File: config.mk
export PLATFORM = sky130hd
export DESIGN_NAME = fir_tdm_scheduler
export DESIGN_NICKNAME = d
export VERILOG_FILES = /design/src/rtl/fir_pkg.sv /design/src/rtl/rr_arbiter.sv /design/src/rtl/fir_tdm_scheduler.sv
export SDC_FILE = /design/constraint.sdc
export NUM_CORES = 1
export LEC_CHECK = 0
export CORE_MARGIN = 5
export CORE_UTILIZATION = 56
export DETAILED_ROUTE_END_ITERATION = 10
export PLACE_DENSITY = 0.82
export SYNTH_ARGS = -nofsm -noshare
export SYNTH_HDL_FRONTEND = slang
export SYNTH_HIERARCHICAL = 1
export SYNTH_SLANG_ARGS = --single-unit
File: constraint.sdc
create_clock -name CLK -period 10.4 [get_ports CLK]
set_input_delay 2.08 -clock CLK [delete_from_list [all_inputs] [get_ports CLK]]
set_output_delay 2.08 -clock CLK [all_outputs]
set_load 0.02 [all_outputs]
File: src/rtl/fir_pkg.sv
// Shared widths, FSM encoding and reset coefficients for the TDM FIR scheduler.
package fir_pkg;

    localparam int DATA_W    = 16;
    localparam int COEF_W    = 16;
    localparam int PROD_W    = 32;
    localparam int ACC_W     = 34;
    localparam int FRAC_BITS = 15;

    localparam logic [COEF_W-1:0] B0_DEFAULT = 16'h1000;
    localparam logic [COEF_W-1:0] B1_DEFAULT = 16'h0800;
    localparam logic [COEF_W-1:0] B2_DEFAULT = 16'h0400;

    typedef enum logic [2:0] {
        ST_IDLE = 3'd0,
        ST_MAC0 = 3'd1,
        ST_MAC1 = 3'd2,
        ST_MAC2 = 3'd3,
        ST_OUT  = 3'd4
    } fir_sched_state_t;

endpackage

File: src/rtl/rr_arbiter.sv
// Combinational round-robin arbiter: first requester after last_grant wins.
// Zero latency; grants nothing while en is low.
module rr_arbiter #(
    parameter int NUM_CH = 4
) (
    input  logic [NUM_CH-1:0]         req,
    input  logic [$clog2(NUM_CH)-1:0] last_grant,
    input  logic                      en,
    output logic [NUM_CH-1:0]         gnt,
    output logic [$clog2(NUM_CH)-1:0] gnt_idx
);

    localparam int CH_W = $clog2(NUM_CH);

    always_comb begin
        logic            found;
        logic [CH_W-1:0] cand;
        int              sum;
        gnt     = '0;
        gnt_idx = '0;
        found   = 1'b0;
        cand    = '0;
        sum     = 0;
        // Search wraps so the last winner is considered last.
        for (int i = 1; i <= NUM_CH; i++) begin
            sum = int'(last_grant) + i;
            if (sum >= NUM_CH) begin
                sum = sum - NUM_CH;
            end
            cand = CH_W'(sum);
            if (en && !found && req[cand]) begin
                found     = 1'b1;
                gnt[cand] = 1'b1;
                gnt_idx   = cand;
            end
        end
    end

endmodule

File: src/rtl/fir_tdm_scheduler.sv
// Round-robin TDM scheduler sharing one 3-tap Q1.15 FIR MAC across NUM_CH channels; 5 cycles/sample.
// Result held on OUT_* until OUT_READY, no grants or coefficient writes meanwhile; FIR_SAT_EN selects saturation.
module fir_tdm_scheduler
    import fir_pkg::*;
#(
    parameter int                NUM_CH  = 4,
    parameter logic [COEF_W-1:0] B0_INIT = B0_DEFAULT,
    parameter logic [COEF_W-1:0] B1_INIT = B1_DEFAULT,
    parameter logic [COEF_W-1:0] B2_INIT = B2_DEFAULT
) (
    input  logic                       CLK,
    input  logic                       RESET_N,
    input  logic [NUM_CH-1:0]          IN_VALID,
    input  logic [NUM_CH*DATA_W-1:0]   IN_DATA,
    output logic [NUM_CH-1:0]          IN_READY,
    output logic                       OUT_VALID,
    input  logic                       OUT_READY,
    output logic [DATA_W-1:0]          OUT_DATA,
    output logic [$clog2(NUM_CH)-1:0]  OUT_CH,
    input  logic                       COEF_WE,
    input  logic [1:0]                 COEF_ADDR,
    input  logic [COEF_W-1:0]          COEF_WDATA,
    output logic                       COEF_READY
);

    localparam int CH_W = $clog2(NUM_CH);

    fir_sched_state_t state_q, state_d;

    logic [NUM_CH-1:0]        arb_gnt;
    logic [CH_W-1:0]          arb_idx;
    logic [CH_W-1:0]          last_grant_q;
    logic [CH_W-1:0]          ch_q;
    logic signed [DATA_W-1:0] in_samp [NUM_CH];
    logic signed [DATA_W-1:0] x1_q    [NUM_CH];
    logic signed [DATA_W-1:0] x2_q    [NUM_CH];
    logic signed [DATA_W-1:0] samp_q;
    logic signed [COEF_W-1:0] b0_q, b1_q, b2_q;
    logic signed [COEF_W-1:0] mul_a;
    logic signed [DATA_W-1:0] mul_b;
    logic signed [PROD_W-1:0] prod;
    logic signed [ACC_W-1:0]  prod_ext;
    logic signed [ACC_W-1:0]  acc_q, acc_d;
    logic signed [ACC_W-1:0]  res;
    logic [DATA_W-1:0]        res_dat;
    logic [DATA_W-1:0]        out_dat_q;
    logic                     in_xfer;
    logic                     coef_wr;

    for (genvar c = 0; c < NUM_CH; c++) begin : g_unpack
        assign in_samp[c] = IN_DATA[DATA_W*c +: DATA_W];
    end

    rr_arbiter #(
        .NUM_CH (NUM_CH)
    ) u_arb (
        .req        (IN_VALID),
        .last_grant (last_grant_q),
        .en         (state_q == ST_IDLE),
        .gnt        (arb_gnt),
        .gnt_idx    (arb_idx)
    );

    assign in_xfer = |(IN_VALID & arb_gnt);
    assign coef_wr = COEF_WE && (state_q == ST_IDLE);

    always_ff @(posedge CLK or negedge RESET_N) begin
        if (!RESET_N) begin
            state_q <= ST_IDLE;
        end else begin
            state_q <= state_d;
        end
    end

    always_comb begin
        state_d = state_q;
        case (state_q)
            ST_IDLE: if (in_xfer) state_d = ST_MAC0;
            ST_MAC0: state_d = ST_MAC1;
            ST_MAC1: state_d = ST_MAC2;
            ST_MAC2: state_d = ST_OUT;
            ST_OUT:  if (OUT_READY) state_d = ST_IDLE;
            default: state_d = ST_IDLE;
        endcase
    end

    always_comb begin
        IN_READY   = arb_gnt;
        OUT_VALID  = (state_q == ST_OUT);
        COEF_READY = (state_q == ST_IDLE);
    end

    assign OUT_DATA = out_dat_q;
    assign OUT_CH   = ch_q;

    // One multiplier, operands steered by the tap being accumulated.
    always_comb begin
        mul_a = b0_q;
        mul_b = samp_q;
        case (state_q)
            ST_MAC1: begin
                mul_a = b1_q;
                mul_b = x1_q[ch_q];
            end
            ST_MAC2: begin
                mul_a = b2_q;
                mul_b = x2_q[ch_q];
            end
            default: ;
        endcase
    end

    assign prod     = PROD_W'(mul_a) * PROD_W'(mul_b);
    assign prod_ext = {{(ACC_W-PROD_W){prod[PROD_W-1]}}, prod};
    assign acc_d    = (state_q == ST_MAC0) ? prod_ext : (acc_q + prod_ext);
    assign res      = acc_d >>> FRAC_BITS;

`ifdef FIR_SAT_EN
    localparam logic signed [ACC_W-1:0] RES_MAX = ACC_W'(32767);
    localparam logic signed [ACC_W-1:0] RES_MIN = -ACC_W'(32768);

    always_comb begin
        res_dat = res[DATA_W-1:0];
        if (res > RES_MAX) begin
            res_dat = 16'h7FFF;
        end else if (res < RES_MIN) begin
            res_dat = 16'h8000;
        end
    end
`else
    logic unused_res_hi;

    assign res_dat       = res[DATA_W-1:0];
    assign unused_res_hi = ^res[ACC_W-1:DATA_W];
`endif

    always_ff @(posedge CLK or negedge RESET_N) begin
        if (!RESET_N) begin
            samp_q       <= '0;
            ch_q         <= '0;
            last_grant_q <= CH_W'(NUM_CH - 1);
            acc_q        <= '0;
            out_dat_q    <= '0;
            b0_q         <= B0_INIT;
            b1_q         <= B1_INIT;
            b2_q         <= B2_INIT;
            for (int c = 0; c < NUM_CH; c++) begin
                x1_q[c] <= '0;
                x2_q[c] <= '0;
            end
        end else begin
            if (in_xfer) begin
                samp_q <= in_samp[arb_idx];
                ch_q   <= arb_idx;
            end
            if (coef_wr) begin
                case (COEF_ADDR)
                    2'd0:    b0_q <= COEF_WDATA;
                    2'd1:    b1_q <= COEF_WDATA;
                    2'd2:    b2_q <= COEF_WDATA;
                    default: ;
                endcase
            end
            if (state_q == ST_MAC0 || state_q == ST_MAC1 || state_q == ST_MAC2) begin
                acc_q <= acc_d;
            end
            // History only advances once the sample has been fully consumed.
            if (state_q == ST_MAC2) begin
                x2_q[ch_q] <= x1_q[ch_q];
                x1_q[ch_q] <= samp_q;
                out_dat_q  <= res_dat;
            end
            if (state_q == ST_OUT && OUT_READY) begin
                last_grant_q <= ch_q;
            end
        end
    end

endmodule

==> qor.yml, run 1 <==
status: "finished, final reports clean"
pin_count: 114
netlist.top_cell.by_area: "dfrtp_1"
cts_tree: "built"
rsz0062_at_grt: "no"
cts_buffers: 28
hp-class: "reg2reg"
r2r_cells: 35
hold_violations: 0
via_per_inst: 5.88
dr.pass1.iters: 5
crit_top_cell: "fa_1"
synth_top_family_by_area: "adder cells"
ys.warnings.count: 6
startpoint_type: "flop"
synth_edf_count: 0
hpwlAfterDp_um: 42900
finalCriticalPeriod_ps: 9840
die_x_um: 211
nets: 2763
routabilityCongestion: 0.975
drt-total-wl_um: 55600
grt_overflow: 0
use_met1_pct: 32.5
fin_skew_ps: 24.9
grt_pass1_wl_um: 91400
clock.fmax_mhz: 102
antenna_found_initial: 0
drive_above_1_share_pct: 16.5
netlist_area_um2: 22700
insertion_delay_ps: 550
area_growth_pct: 12.9
path_buf_inv: 5
cp.arrival_ps: 10230
cts_buffer_depth: 3
critPathTopFamily: "compound AO/OA/AOI/OAI gates"
async_reset_ff_share_pct: 100
initial_core_util_pct: 56.8
die-area_um2: 44600
postCtsSetupRepairBufs: 0
cpMaxStageDelayCell: "o21ai_0"
grtUsageTotal_pct: 25.2
grt_max_degree: 104
path_depth: 35
synthSimpleGateAreaFrac_pct: 9.53
std_cell_rows: 73
layout_common_cells: "306 x inv_1, 257 x fa_1, 238 x dfrtp_1, 212 x nand2_1, 197 x nor2_1"
cap_violations: 0
max_slew_margin_pct: 24.6
use_met3_pct: 3.07
synth-xor-area-share_pct: 2.54
drc: 0
cp.required_ps: 10780
synth_area_leaders: "dfrtp_1 27%, fa_1 23%, mux2_2 9.3%"
synthAdderAreaFrac_pct: 29.4
gr-usage-met2_pct: 43.9
yosysSeqAreaShare_pct: 27.2
synth_flop_cell: "dfrtp_1"
clk_pin_slew_worst_paths_ps: 60
timing.final.crit_share_pct: 94.6
fin_setup_tns_ps: 0
detail-route-antenna-nets: 0
io_buffer_count: 113
fp.dieH_um: 211
synth_compound_area_share_pct: 8.00
setup.worst_path.class: "reg2reg"
maxSlewViolCount: 0
tightest_slew_ps: 1120
antenna_cells: 0
muxShareOfSynthArea_pct: 16.8
core_area_um2: 39900
syn_area_per_cell_um2: 10.4
grt_pass1_vias: 17783
drtIter0Drc: 1198
top_usage_layer: "met2"
htree_levels: 1
ctsHoldBuffers: 0
ys_ff_latch: 246
wire_per_inst_um: 19.6
clock-root-buffer: "clkbuf_16"
rr_startpoint: "OUT_CH[0]$_DFFE_PN0P_"
crit_start: "OUT_CH[0]$_DFFE_PN0P_"
vias: 16687
syn_nets: 2642
worstHoldStart: "OUT_DATA[7]$_DFFE_PN0N_"
slowest_delay_ps: 900
synth_cells: 2174
synth_cell_types: 62
cp-end-kind: "flop"
final_common_cell: "inv_1"
holdPathStages: 2
finalSetupViolCount: 0
cp_max_fo: 9
yosysTopAreaCellShare_pct: 26.6
cts.sinks: 246
## synthesized netlist by cell type, drive strengths merged, types with 4 or more instances
master and count:
a21oi 68, and2 8, o31ai 4, or3 4, buf 16, o22ai 16
nor3 18, o21ai 92, xor2 24, nand4 8, and3 11, dfrtp 241
a31oi 9, nor2b 9, mux2i 35, a22oi 10, nand2 213, mux4 52
clkbuf 70, ha 121, dfstp 5, o21a 37, mux2 200, a22o 4
a21o 19, nand2b 9, xnor2 41, nor2 200, o21bai 9, inv 307
or2 13, nand3 8, fa 257, a211oi 8
## stage by stage
stage | area (µm²) | instances | utilization [%] | hold WS [ps] | setup slack, ps
finish | 25600 | 2840 | 64.1 | 472 | 557
global route | 25600 | 2840 | 64.1 | 495 | 30.1
CTS | 25600 | 2840 | 64.1 | 478 | 541
detailed placement | 24600 | 2790 | 61.7 | 466 | 547
global placement | 24600 | 2790 | 61.7 | 456 | 773
floorplan | 22700 | 2174 | - | 453 | 616
## logic make-up after synthesis
logic type / Yosys count
flip-flops: 246
AO/OA/AOI/OAI: 295
XOR/XNOR: 65
buffers and inverters: 393
multiplexers: 287
adder cells (fa/ha/maj): 378
AND/OR/NAND/NOR: 510
## what timing repair did
action / 4_1_cts / 5_1_grt
resized for setup: 0 / 3
hold endpoints to repair: 0 / 0
endpoints found under the setup margin: 0 / 2
## worst paths after layout
| check | end | slack (ps) |
|---|---|---|
| min | OUT_DATA[7]$_DFFE_PN0N_ | 470 |
| max reg2reg | OUT_DATA[14]$_DFFE_PN0N_ | 560 |
| max | OUT_DATA[14]$_DFFE_PN0N_ | 560 |
| min in group asynchronous | x1_q[48]$_DFFE_PN0P_ | 1550 |
| min reg2reg | OUT_DATA[7]$_DFFE_PN0N_ | 470 |
| max in group asynchronous | b0_q[7]$_DFFE_PN0P_ | 7240 |
## worst register-to-register path: cells and delay by family, from the launching register on
| family | cells | cell delay [ps] |
|---|---|---|
| AOI/OAI and AO/OA | 15 | 4080 |
| adders and majority gates | 8 | 3320 |
| buffers and inverters | 5 | 590 |
| DFF | 1 | 510 |
| muxes | 2 | 420 |
| and+or+nand+nor | 3 | 390 |
| xor gates and xnor gates | 2 | 390 |
## area by class of cell
| type | instances | area [µm²] |
|---|---|---|
| multi-input combinational | 1535 | 15000 |
| inverter | 307 | 1150 |
| clock buffer | 41 | 811 |
| clock inverter | 9 | 130 |
| sequential | 246 | 6170 |
| tap | 525 | 657 |
| fill | 2970 | 14300 |
| timing repair buffer | 177 | 1640 |
## layer usage
metal	share of wire [%]	wire length, µm
met1	39	21500
met2	50	28000
met3	6.2	3470
met4	4.6	2530
met5	0	0
## state kept, by name, indices dropped and copies added, names as in the netlist
name and flops:
OUT_CH 2, OUT_DATA 16, last_grant_q 2, b0_q 16, b2_q 16, x2_q 64
state_q 3, x1_q 64, samp_q 16, b1_q 16, acc_q 31
Power of run 1 is not shown: default switching activity piles up to over one toggle a cycle in this logic, so the estimate is an artifact.
==> inputs of run 2 (changes only) <==
- CORE_UTILIZATION: 56 -> 55
- PLACE_DENSITY: 0.82 -> 0.81
- SKIP_LAST_GASP: not set -> 1
==> run 2 against run 1 <==
  * Via count decreased by 0.19%
  * Worst hold slack better by 1.2 ps
  * Critical path depth shrank 1
  * Clock-buffer cell count down 8
  * Final cell count increased by 0.35%
  * Fmax increased by 0.69%
  * Die area up 1.7%
  * Non-clock buffer count rose by 3
==> qor.yml, run 2 (synthesis gave the netlist of run 1 again) <==
initial_core_util_pct: 55.5
dr.pass1.iters: 5
fin_setup_tns_ps: 0
cts_tree: "built"
cp-end-kind: "flop"
area_growth_pct: 13.3
htree_levels: 1
grt_pass1_vias: 17894
vias: 16656
drive_above_1_share_pct: 16.8
routabilityCongestion: 0.979
cts_buffers: 27
std_cell_rows: 74
cp.required_ps: 10790
insertion_delay_ps: 550
final_common_cell: "inv_1"
crit_top_cell: "fa_1"
fillers: 3053
antenna_cells: 0
max_slew_margin_pct: 33.1
startpoint_type: "flop"
status: "finished, final reports clean"
reg2reg_slack_ps: 620
die-area_um2: 45400
antenna_found_initial: 0
io_buffer_count: 113
clock-root-buffer: "clkbuf_16"
hp-class: "reg2reg"
cap_violations: 0
grtUsageTotal_pct: 25.1
die_x_um: 213
drt-total-wl_um: 56100
setup.worst_path.class: "reg2reg"
maxSlewViolCount: 0
fin_skew_ps: 9.82
cts_buffer_depth: 3
drtIter0Drc: 1115
hpwlAfterDp_um: 43100
nets: 2765
clock.fmax_mhz: 102
grt_pass1_wl_um: 91800
finalCriticalPeriod_ps: 9780
grt_overflow: 0
fp.dieH_um: 213
finalSetupViolCount: 0
tightest_slew_ps: 1000
wire_per_inst_um: 19.7
cpMaxStageDelayCell: "dfrtp_4"
layout_common_cells: "306 x inv_1, 257 x fa_1, 239 x dfrtp_1, 212 x nand2_1, 197 x nor2_1"
fin_util_pct: 62.9
rsz0062_at_grt: "no"
hold_violations: 0
grt_max_degree: 111
pin_count: 114
timing.final.crit_share_pct: 94.0
detail-route-antenna-nets: 0
clk_pin_slew_worst_paths_ps: 60
slowest_delay_ps: 640
drc: 0
cp_max_fo: 13
top_regs: "x1_q x64, x2_q x64, acc_q x31"
cts.sinks: 246
cp.arrival_ps: 10170
via_per_inst: 5.84
core_area_um2: 40800
-- run 2: cell types whose count changed in the layout (fill, tap and decap cells not counted), moves of 2 or more --
| cell | previous run | this run |
|---|---|---|
| buf_4 | 62 | 65 |
| bufinv_16 | 3 | 5 |
| clkbuf_1 | 8 | 1 |
| clkbuf_16 | 29 | 27 |
| clkinv_2 | 4 | 6 |
| clkinvlp_4 | 0 | 2 |
| dfrtp_2 | 2 | 0 |
| inv_6 | 0 | 2 |
-- run 2: path summary, 6_finish.rpt --
kind | start | endpoint | cells after the start
max in group asynchronous | RESET_N | OUT_CH[0]$_DFFE_PN0P_ | 3
worst min register to register | OUT_DATA[7]$_DFFE_PN0N_ | OUT_DATA[7]$_DFFE_PN0N_ | 2
min in group asynchronous | RESET_N | x2_q[16]$_DFFE_PN0P_ | 1
worst min-delay path | OUT_DATA[7]$_DFFE_PN0N_ | OUT_DATA[7]$_DFFE_PN0N_ | 2
worst max register to register | OUT_CH[0]$_DFFE_PN0P_ | OUT_DATA[14]$_DFFE_PN0N_ | 34
worst max-delay path | OUT_CH[0]$_DFFE_PN0P_ | OUT_DATA[14]$_DFFE_PN0N_ | 34
-- run 2: worst max-delay path: cells and delay by family (launching register included) --
kind / cells / cell delay [ps]
fa+ha+maj: 8 / 3540
compound gates: 14 / 2840
mux: 3 / 1300
flops: 1 / 640
buf+inv: 4 / 470
simple gates: 3 / 430
xor+xnor: 2 / 370
-- run 2: cell type report --
type | count | area (µm²) | area share [%]
sequential | 246 | 6170 | 24.0
multi-input combinational | 1535 | 15000 | 58.6
timing repair buffer | 180 | 1670 | 6.51
tap | 532 | 666 | 2.59
clock inverter | 17 | 230 | 0.897
inverter | 307 | 1150 | 4.49
clock buffer | 33 | 748 | 2.91
-- run 2: timing repair --
| action | in CTS | in global routing |
|---|---|---|
| hold buffers | 0 | 0 |
| resized for setup | 0 | 5 |
| setup endpoints to repair | 0 | 12 |
| buffers inserted | 0 | 1 |
-- run 2: through the flow --
step	hold WS (ps)	cell area, µm²	setup slack (ps)	instances
finish	473	25700	625	2850
global route	502	25700	45.8	2850
CTS	481	25600	195	2849
detailed placement	467	24700	260	2799
global placement	460	24700	574	2799
floorplan	453	22700	616	2174
-- run 2: metal layers --
metal / GRT usage [%] / routed length, µm / up-vias / part of all wire (%)
met5: 0 / 0 / - / 0
met4: 8.59 / 1850 / 0 / 3.3
met3: 2.88 / 3440 / 137 / 6.1
met2: 44.3 / 29200 / 626 / 52
met1: 32.4 / 21700 / 8474 / 39
li1: - / - / 7419 / -
Power of run 2 is left out for the same reason.
==> inputs of run 3 (changes only) <==
- CAP_MARGIN: not set -> 20
- CORE_ASPECT_RATIO: not set -> 2
==> run 3 against run 2 <==
  * Largest cell class unchanged
  * Global-route usage rose by 2.3 points
  * First-iteration DRC count fell by 14%
  * Highest routed layer unchanged
  * Critical path type unchanged
  * Clock skew rose by 25 ps
  * Worst hold slack improved by 13 ps
  * Critical endpoint is now acc_q[30]$_DFFE_PN0P_
  * Non-clock buffer count did not move
==> qor.yml, run 3 (synthesis gave the netlist of run 1 again) <==
layout_common_cells: "306 x inv_1, 257 x fa_1, 239 x dfrtp_1, 212 x nand2_1, 197 x nor2_1"
min_to: "x1_q[60]$_DFFE_PN0P_"
clk_pin_slew_worst_paths_ps: 80
multi_input_area_um2: 15000
drc: 0
cts.sinks: 246
std_cell_rows: 105
pin_count: 114
crit_top_cell: "fa_1"
fin_skew_ps: 34.7
setup.worst_path.class: "reg2reg"
timing.final.crit_share_pct: 94.6
grt_overflow: 0
r2r_cells: 35
drtIter0Drc: 960
hpwlAfterDp_um: 49900
hp-class: "reg2reg"
holdPathStages: 1
rr_startpoint: "OUT_CH[0]$_DFFE_PN0P_"
grt_pass1_vias: 18563
cpMaxStageDelayCell: "mux4_2"
startpoint_type: "flop"
antenna_found_initial: 0
cts_buffer_depth: 3
wire_per_inst_um: 21.9
routabilityCongestion: 1.02
dr.pass1.iters: 5
postCtsSetupRepairBufs: 0
top_regs: "x1_q x64, x2_q x64, acc_q x31"
fillers: 3260
grtUsageTotal_pct: 27.4
initial_core_util_pct: 55.5
via_per_inst: 5.88
tightest_slew_ps: 1070
cap_violations: 0
detail-route-antenna-nets: 0
cp-end-kind: "flop"
r2r-end: "acc_q[30]$_DFFE_PN0P_"
clock.fmax_mhz: 102
status: "finished, final reports clean"
cp.required_ps: 10830
cts_buffers: 23
cp.arrival_ps: 10270
io_buffer_count: 113
cp_max_fo: 17
insertion_delay_ps: 550
clock-root-buffer: "clkbuf_16"
vias: 16714
nets: 2761
hold_violations: 0
grt_max_degree: 128
area_growth_pct: 12.2
htree_levels: 1
fin_setup_tns_ps: 0
regArea_um2: 6170
die_x_um: 154
final_common_cell: "inv_1"
finalSetupViolCount: 0
drive_above_1_share_pct: 16.3
maxSlewViolCount: 0
worstHoldStart: "x1_q[60]$_DFFE_PN0P_"
die-area_um2: 45600
antenna_cells: 0
cts_tree: "built"
drt-total-wl_um: 62400
max_slew_margin_pct: 28.3
grt_pass1_wl_um: 98600
fp.dieH_um: 297
core_area_um2: 40900
finalCriticalPeriod_ps: 9840
slowest_delay_ps: 600
reg2reg_slack_ps: 560
## run 3: worst max-delay path by stage
stage | startpoint | end | slack [ps] | depth (start not counted)
finish | OUT_CH[0]$_DFFE_PN0P_ | acc_q[30]$_DFFE_PN0P_ | 560 | 35
global route | OUT_CH[0]$_DFFE_PN0P_ | OUT_DATA[14]$_DFFE_PN0N_ | -20 | 36
CTS | OUT_CH[0]$_DFFE_PN0P_ | OUT_DATA[14]$_DFFE_PN0N_ | 480 | 36
detailed placement | OUT_CH[0]$_DFFE_PN0P_ | OUT_DATA[14]$_DFFE_PN0N_ | 500 | 36
global placement | OUT_CH[0]$_DFFE_PN0P_ | OUT_DATA[14]$_DFFE_PN0N_ | 700 | 36
floorplan | OUT_CH[0]$_DFFE_PN0P_ | acc_q[29]$_DFFE_PN0P_ | 620 | 36
## run 3: per-stage QoR
stage	setup slack, ps	util, %	hold slack (ps)	cell area (µm²)	cells
2_1_floorplan	616	-	453	22700	2174
3_3_place_gp	704	60.4	463	24700	2803
3_5_place_dp	497	60.4	472	24700	2803
4_1_cts	482	62.2	487	25400	2843
5_1_grt	-18.9	62.2	511	25400	2843
6_report	561	62.2	486	25400	2843
## run 3: final cells by class
cell class                 count  share of cell area [%]
multi-input combinational   1535                    59.1
sequential                   246                    24.3
timing repair buffer         180                    6.50
inverter                     307                    4.53
tap                          535                    2.63
clock buffer                  29                    2.43
clock inverter                11                   0.507
## run 3: worst max-delay path, delay by kind of cell (launching register included)
family                   cells  cell delay (ps)
multiplexers                 2              750
AO/OA/AOI/OAI               11             2370
buffers and inverters        6              800
flip-flops                   1              560
XOR/XNOR                     2              480
adder cells (fa/ha/maj)      8             3760
AND/OR/NAND/NOR              6             1000
## run 3: what timing repair did
| item | CTS | global route |
|---|---|---|
| hold buffers | 0 | 0 |
| setup endpoints to repair | 0 | 3 |
| gates resized for setup | 0 | 3 |
## run 3: metal layers
metal / GRT usage, % / wire length, µm / vias up / share of wire, %
li1: - / - / 7390 / -
met1: 27.3 / 19800 / 8510 / 32
met2: 50.4 / 33300 / 558 / 53
met3: 2.94 / 2700 / 256 / 4.3
met4: 22.2 / 6480 / 0 / 10
met5: 0 / 0 / - / 0
Power of run 3 is left out for the same reason.
